File: src/rtl/simon_pkg.sv
// Shared SIMON definitions: controller states, round-count table and the
// z-sequence constants used by the key-expansion datapath.
package simon_pkg;

  typedef enum logic [2:0] {
    IDLE = 3'd0,
    KLD  = 3'd1,
    KEXP = 3'd2,
    PLD  = 3'd3,
    RUN  = 3'd4,
    DONE = 3'd5
  } simon_state_t;

  // z-sequences, bit 61 is z[0]
  localparam logic [61:0] Z0 = 62'b11111010001001010110000111001101111101000100101011000011100110;
  localparam logic [61:0] Z1 = 62'b10001110111110010011000010110101000111011111001001100001011010;
  localparam logic [61:0] Z2 = 62'b10101111011100000011010010011000101000010001111110010110110011;
  localparam logic [61:0] Z3 = 62'b11011011101011000110010111100000010010001010011100110100001111;
  localparam logic [61:0] Z4 = 62'b11010001111001101011011000100000010111000011001010010011101111;

  // Standard round count for a (word size, key words) pair; 0 = unsupported.
  function automatic int simon_rounds(input int n, input int m);
    case ({n, m})
      {32'd16, 32'd4}: return 32;
      {32'd24, 32'd3}: return 36;
      {32'd24, 32'd4}: return 36;
      {32'd32, 32'd3}: return 42;
      {32'd32, 32'd4}: return 44;
      {32'd48, 32'd2}: return 52;
      {32'd48, 32'd3}: return 54;
      {32'd64, 32'd2}: return 68;
      {32'd64, 32'd3}: return 69;
      {32'd64, 32'd4}: return 72;
      default:         return 0;
    endcase
  endfunction

  // Which z-sequence a (word size, key words) pair uses.
  function automatic int simon_z_index(input int n, input int m);
    case ({n, m})
      {32'd16, 32'd4}: return 0;
      {32'd24, 32'd3}: return 0;
      {32'd24, 32'd4}: return 1;
      {32'd32, 32'd3}: return 2;
      {32'd32, 32'd4}: return 3;
      {32'd48, 32'd2}: return 2;
      {32'd48, 32'd3}: return 3;
      {32'd64, 32'd2}: return 2;
      {32'd64, 32'd3}: return 3;
      {32'd64, 32'd4}: return 4;
      default:         return 0;
    endcase
  endfunction

  // Bit i of the selected z-sequence.
  function automatic logic simon_z_bit(input int idx, input int i);
    logic [61:0] z;
    case (idx)
      0:       z = Z0;
      1:       z = Z1;
      2:       z = Z2;
      3:       z = Z3;
      default: z = Z4;
    endcase
    return z[61 - (i % 62)];
  endfunction

endpackage

File: src/rtl/simon_round_counter.sv
// Loadable up/down round / key-slot counter with terminal-count flag.
// tc is the last value in the current direction: T-1 counting up, 0 down.
module simon_round_counter #(
  parameter int T  = 32,
  parameter int CW = $clog2(T)
) (
  input  logic          clk,
  input  logic          nReset,
  input  logic          load,
  input  logic [CW-1:0] load_val,
  input  logic          en,
  input  logic          up,
  output logic [CW-1:0] count,
  output logic          tc
);

  localparam logic [CW-1:0] LAST = CW'(T - 1);

  // Count register: load has priority over stepping.
  // NOTE: sequential state uses non-blocking assignments so every flop
  // samples pre-edge values regardless of block ordering.
  always_ff @(posedge clk or negedge nReset) begin
    if (!nReset)   count <= '0;
    else if (load) count <= load_val;
    else if (en)   count <= up ? count + 1'b1 : count - 1'b1;
  end

  assign tc = up ? (count == LAST) : (count == '0);

endmodule

File: src/rtl/simon_control_2.sv
// SIMON (N, M, T) sequencing controller: key load, key expansion, block
// load and T Feistel rounds, encrypt or decrypt. The expanded schedule is
// kept (keyValid) so later blocks under the same key skip expansion.
// Optional build macro SIMON_CTRL_ABORT_EN adds an abort input.
module simon_control_2
  import simon_pkg::*;
#(
  parameter  int N  = 16,
  parameter  int M  = 4,
  parameter  int T  = 32,
  localparam int CW = $clog2(T)
) (
  input  logic          clk,
  input  logic          nReset,
  input  logic          start,
  input  logic          newKey,
  input  logic          enc_dec,
`ifdef SIMON_CTRL_ABORT_EN
  input  logic          abort,
`endif
  output logic          ready,
  output logic          busy,
  output logic          kLd,
  output logic          kExp,
  output logic          pLd,
  output logic          rnd,
  output logic [CW-1:0] count,
  output logic          keyValid,
  output logic          done
);

  localparam logic [CW-1:0] LAST      = CW'(T - 1);
  localparam logic [CW-1:0] KEY_FIRST = CW'(M);

  // Elaboration-time legality checks on the configuration.
  if (T <= M) begin : g_bad_rounds
    $error("simon_control_2: T must exceed M");
  end
  if (simon_rounds(N, M) == 0) begin : g_bad_shape
    $error("simon_control_2: unsupported (N, M) combination");
  end

  simon_state_t  state, next_state;
  logic          mode_reg;
  logic          mode_load;
  logic          kv_set, kv_clr;
  logic          cnt_load, cnt_en, cnt_up, cnt_tc;
  logic [CW-1:0] cnt_val;

  // Counter direction: rounds follow the latched mode, expansion counts up.
  assign cnt_up = (state == RUN) ? ~mode_reg : 1'b1;

  simon_round_counter #(.T(T), .CW(CW)) u_counter (
    .clk      (clk),
    .nReset   (nReset),
    .load     (cnt_load),
    .load_val (cnt_val),
    .en       (cnt_en),
    .up       (cnt_up),
    .count    (count),
    .tc       (cnt_tc)
  );

  // State register.
  always_ff @(posedge clk or negedge nReset) begin
    if (!nReset) state <= IDLE;
    else         state <= next_state;
  end

  // Next-state and counter/key-valid control.
  always_comb begin
    // NOTE: every output gets a default before the case so no path
    // leaves one unassigned, which would infer a latch.
    next_state = state;
    mode_load  = 1'b0;
    kv_set     = 1'b0;
    kv_clr     = 1'b0;
    cnt_load   = 1'b0;
    cnt_val    = '0;
    cnt_en     = 1'b0;
    case (state)
      IDLE: begin
        if (start) begin
          mode_load = 1'b1;
          if (newKey || !keyValid) begin
            next_state = KLD;
            kv_clr     = 1'b1;
          end else begin
            next_state = PLD;
          end
        end
      end
      KLD: begin
        cnt_load   = 1'b1;
        cnt_val    = KEY_FIRST;
        next_state = KEXP;
      end
      KEXP: begin
        if (cnt_tc) begin
          kv_set     = 1'b1;
          next_state = PLD;
        end else begin
          cnt_en = 1'b1;
        end
      end
      PLD: begin
        cnt_load   = 1'b1;
        cnt_val    = mode_reg ? LAST : '0;
        next_state = RUN;
      end
      RUN: begin
        if (cnt_tc) begin
          cnt_load   = 1'b1;
          cnt_val    = '0;
          next_state = DONE;
        end else begin
          cnt_en = 1'b1;
        end
      end
      DONE: begin
        cnt_load   = 1'b1;
        cnt_val    = '0;
        next_state = IDLE;
      end
      default: begin
        next_state = IDLE;
        cnt_load   = 1'b1;
        cnt_val    = '0;
      end
    endcase
`ifdef SIMON_CTRL_ABORT_EN
    // Abort overrides everything outside IDLE; a half-built schedule is dropped.
    if (abort && state != IDLE) begin
      next_state = IDLE;
      cnt_load   = 1'b1;
      cnt_val    = '0;
      cnt_en     = 1'b0;
      kv_set     = 1'b0;
      kv_clr     = (state == KLD) || (state == KEXP);
    end
`endif
  end

  // Latched encrypt/decrypt mode for the whole operation.
  always_ff @(posedge clk or negedge nReset) begin
    if (!nReset)        mode_reg <= 1'b0;
    else if (mode_load) mode_reg <= enc_dec;
  end

  // Key-schedule valid flag: cleared on a key load, set when expansion ends.
  always_ff @(posedge clk or negedge nReset) begin
    if (!nReset)     keyValid <= 1'b0;
    else if (kv_clr) keyValid <= 1'b0;
    else if (kv_set) keyValid <= 1'b1;
  end

  // Moore strobes decoded from the state register.
  always_comb begin
    ready = (state == IDLE);
    busy  = (state != IDLE);
    kLd   = (state == KLD);
    kExp  = (state == KEXP);
    pLd   = (state == PLD);
    rnd   = (state == RUN);
    done  = (state == DONE);
  end

endmodule

File: config.mk
export PLATFORM = sky130hd
export DESIGN_NAME = simon_control_2
export DESIGN_NICKNAME = d
export VERILOG_FILES = /design/src/rtl/simon_pkg.sv /design/src/rtl/simon_round_counter.sv /design/src/rtl/simon_control_2.sv
export SDC_FILE = /design/constraint.sdc
export NUM_CORES = 1
export LEC_CHECK = 0
export CAP_MARGIN = 20
export CORE_MARGIN = 5
export CORE_UTILIZATION = 48
export DETAILED_ROUTE_END_ITERATION = 8
export PLACE_DENSITY = 0.88
export SYNTH_ARGS = -nofsm -noshare
export SYNTH_HDL_FRONTEND = slang
export SYNTH_SLANG_ARGS = --single-unit
export TNS_END_PERCENT = 30
File: constraint.sdc
create_clock -name clk -period 3.1 [get_ports clk]
set_input_delay 0.31 -clock clk [delete_from_list [all_inputs] [get_ports clk]]
set_output_delay 0.31 -clock clk [all_outputs]
set_load 0.02 [all_outputs]
==> summary.txt <==
DRC - 0
Total GRT Usage - 0.168
IO Pins - 18
Max Cap Violations - 0
Max Clock Skew - 0.00360 ns
RePlAce Congestion - 0.831
Max-slew headroom - 0.667
First-pass GRT wire length - 3.35 mm
Seq/Total Area, Yosys - 0.315
Fin crit share - 0.793
Final Max Tran Viols - 0
Final hold slack - 0.361 ns
Internal power - 0.000180 W
Largest net degree at the start of global routing - 14
Post-synth top area share - 0.315
CTS Buffer Depth - 2
Commonest non-fill, non-tap cells in the layout - clkdlybuf4s50_1 (17), nand2_1 (12), nor2_1 (11)
WL final - 1.98 mm
Reg with most FFs - u_counter.count
CTS clk-pin slew, worst paths - 0.07 ns
Hold buffer count at cts - 0
Worst-margin pin slew - 0.500 ns
Power Density - 234 mW/mm^2
Synth Register Bits - 10
Final instance area - 983 um^2
Setup repair bufs after CTS - 0
Initial Utilization - 0.515
Min setup slack post-route - 0.640 ns
Critical path capture point type - flip-flop
Sw power - 0.0000503 W
Worst Path Required - 3.27 ns
Largest regs - u_counter.count (5), state (3)
Arr. time, crit path - 2.63 ns
Synthesized cell area - 793 um^2
Tot Pwr - 0.000231 W
DRT iter0 DRCs - 35
Port Buffers - 17
Area post-placement - 961 um^2
Leak pwr - 0.408 nW
Crit Path Class - reg -> reg
Synth cell types - 34
Total CTS buffers - 3
Syn. warnings - 0
CTS tree - done
Total core area - 0.00154 mm^2
Post-route setup TNS - 0 ns
H-tree depth - 1
Vias per inst - 6.10
Routed length per instance - 15.7 um
Clock share of power - 0.395
Reg-to-reg critical path startpoint - state[1]$_DFFE_PN0P_
Area Overhead vs Synth - 24.0%
Fin nets - 118
Comb pwr share - 0.039
Num rows - 14
Die area - 0.00257 mm^2
Sequential group share of total power - 0.566
N_diodes - 0
Status - finished clean
Multi-input gate area - 494 um^2
Leading post-synthesis cells by cell area - dfrtp_1 (32%), nand2_1 (5.7%), nor2_1 (5.2%)
Dpl ws - 0.661 ns
Critical R2R Capture - u_counter.count[4]$_DFFE_PN0P_
FF/Latch Area - 250 um^2
Maximum VDD drop - 0.222 mV
Initial antenna violation count - 0
Setup violations, final - 0
Vert. Die Dim - 50.7 um
Final min period - 2.46 ns
Clk_lat worst skew - 0.27 ns
Post-Synthesis Cells - 94
Via count - 769
Worst-path fanout max - 13
HPWL after DPL - 1.47 mm
Clk root buf - clkbuf_4
Max reg flops - 5
RSZ-0062 raised after global routing - false
Net Sw Frac - 0.218
Vias in the first global route - 705
DRT antenna net count - 0
Resized cells post-CTS - 0
Commonest non-fill, non-tap cell in the layout - clkdlybuf4s50_1
Layout cells sized above 1 - 0.127
Achievable Freq - 407 MHz
First drt pass iteration count - 4
R2R depth - 8
Hold crit path type - in -> async
Final Hold Fails - 0
CTS sink count - 10
Total gr overflow - 0
# fillers - 128
Startpoint Class - flip-flop
Mapped Nets - 100
Die X - 50.7 um
Cell taking the most area after synthesis - dfrtp_1
Syn Area/Cell - 8.44 um^2
Flop-to-flop setup slack - 0.64 ns
## area by class of cell
class,count,share of cell area
Tap cell,16,0.0204
Inverter,5,0.0191
Timing Repair Buffer,18,0.181
Clock buffer,3,0.0229
Multi-Input combinational cell,74,0.503
Sequential cell,10,0.254
## worst max path at each step
stage	slack (ns)	to	depth (start not counted)	from
after global placement	0.75	u_counter.count[4]$_DFFE_PN0P_	8	state[1]$_DFFE_PN0P_
after CTS	0.64	u_counter.count[4]$_DFFE_PN0P_	8	state[1]$_DFFE_PN0P_
final	0.64	u_counter.count[4]$_DFFE_PN0P_	8	state[1]$_DFFE_PN0P_
after global routing	0.51	u_counter.count[2]$_DFFE_PN0P_	8	state[1]$_DFFE_PN0P_
after floorplan	0.84	u_counter.count[2]$_DFFE_PN0P_	9	state[1]$_DFFE_PN0P_
after detailed placement	0.66	u_counter.count[4]$_DFFE_PN0P_	8	state[1]$_DFFE_PN0P_
## power groups by stage
stage                 logic [W]  registers (W)  clock network (W)
global placement     0.00000911       0.000133                  0
floorplan           0.000000800       0.000133                  0
CTS                  0.00000930       0.000130          0.0000939
finish               0.00000899       0.000130          0.0000912
detailed placement   0.00000929       0.000133                  0
global route          0.0000103       0.000130           0.000104
## cells by family (layout without fill, tap and decap cells)
| group | after synthesis | count (layout) | share of synthesized area |
|---|---|---|---|
| simple gates | 46 | 46 | 0.317 |
| compound gates | 22 | 22 | 0.221 |
| flops | 10 | 10 | 0.315 |
| buf+inv | 10 | 26 | 0.0615 |
| mux | 4 | 4 | 0.0584 |
| fa+ha+maj | 1 | 1 | 0.0158 |
| xor+xnor | 1 | 1 | 0.0110 |
## metal layers
layer,routed length [um],global-route usage,vias to the layer above
met5,0,0,-
met4,36,0.0723,0
met3,107,0.0444,7
met2,925,0.236,24
met1,910,0.240,362
li1,-,-,376
## critical path, stage by stage (launching register included)
cell,delay [ns]
dfrtp_1,0.54
nor4bb_4,0.38
xor2_1,0.11
ha_1,0.23
or4_1,0.40
mux2i_1,0.23
o31a_1,0.15
nor4_1,0.05
nor4_2,0.28
## cells in the mapped netlist
library cell	count
ha_1	1
nor2_1	11
nor4bb_4	1
mux2_4	1
or4_1	1
nand2_1	12
buf_2	3
o31a_1	1
nor2b_1	2
xor2_1	1
a21oi_1	6
a2bb2oi_2	1
a2bb2oi_1	1
inv_1	5
nor3_1	3
nor4_1	1
a211oi_1	3
clkbuf_1	1
mux2_2	1
nor4_2	1
buf_6	1
or3b_1	1
o21ai_0	3
nand3_1	6
a21o_1	1
mux2i_1	2
and3_1	3
o22ai_1	1
dfrtp_1	10
and3b_2	1
nand2b_1	3
a221oi_2	1
a211oi_2	3
a311oi_1	1
## metrics by stage
stage                      util  instances
after global placement    0.623        123
after detailed placement  0.623        123
final                     0.638        126
after CTS                 0.638        126
after global routing      0.638        126
after floorplan               -         94
No activity file was read; power rests on OpenSTA's default activity.
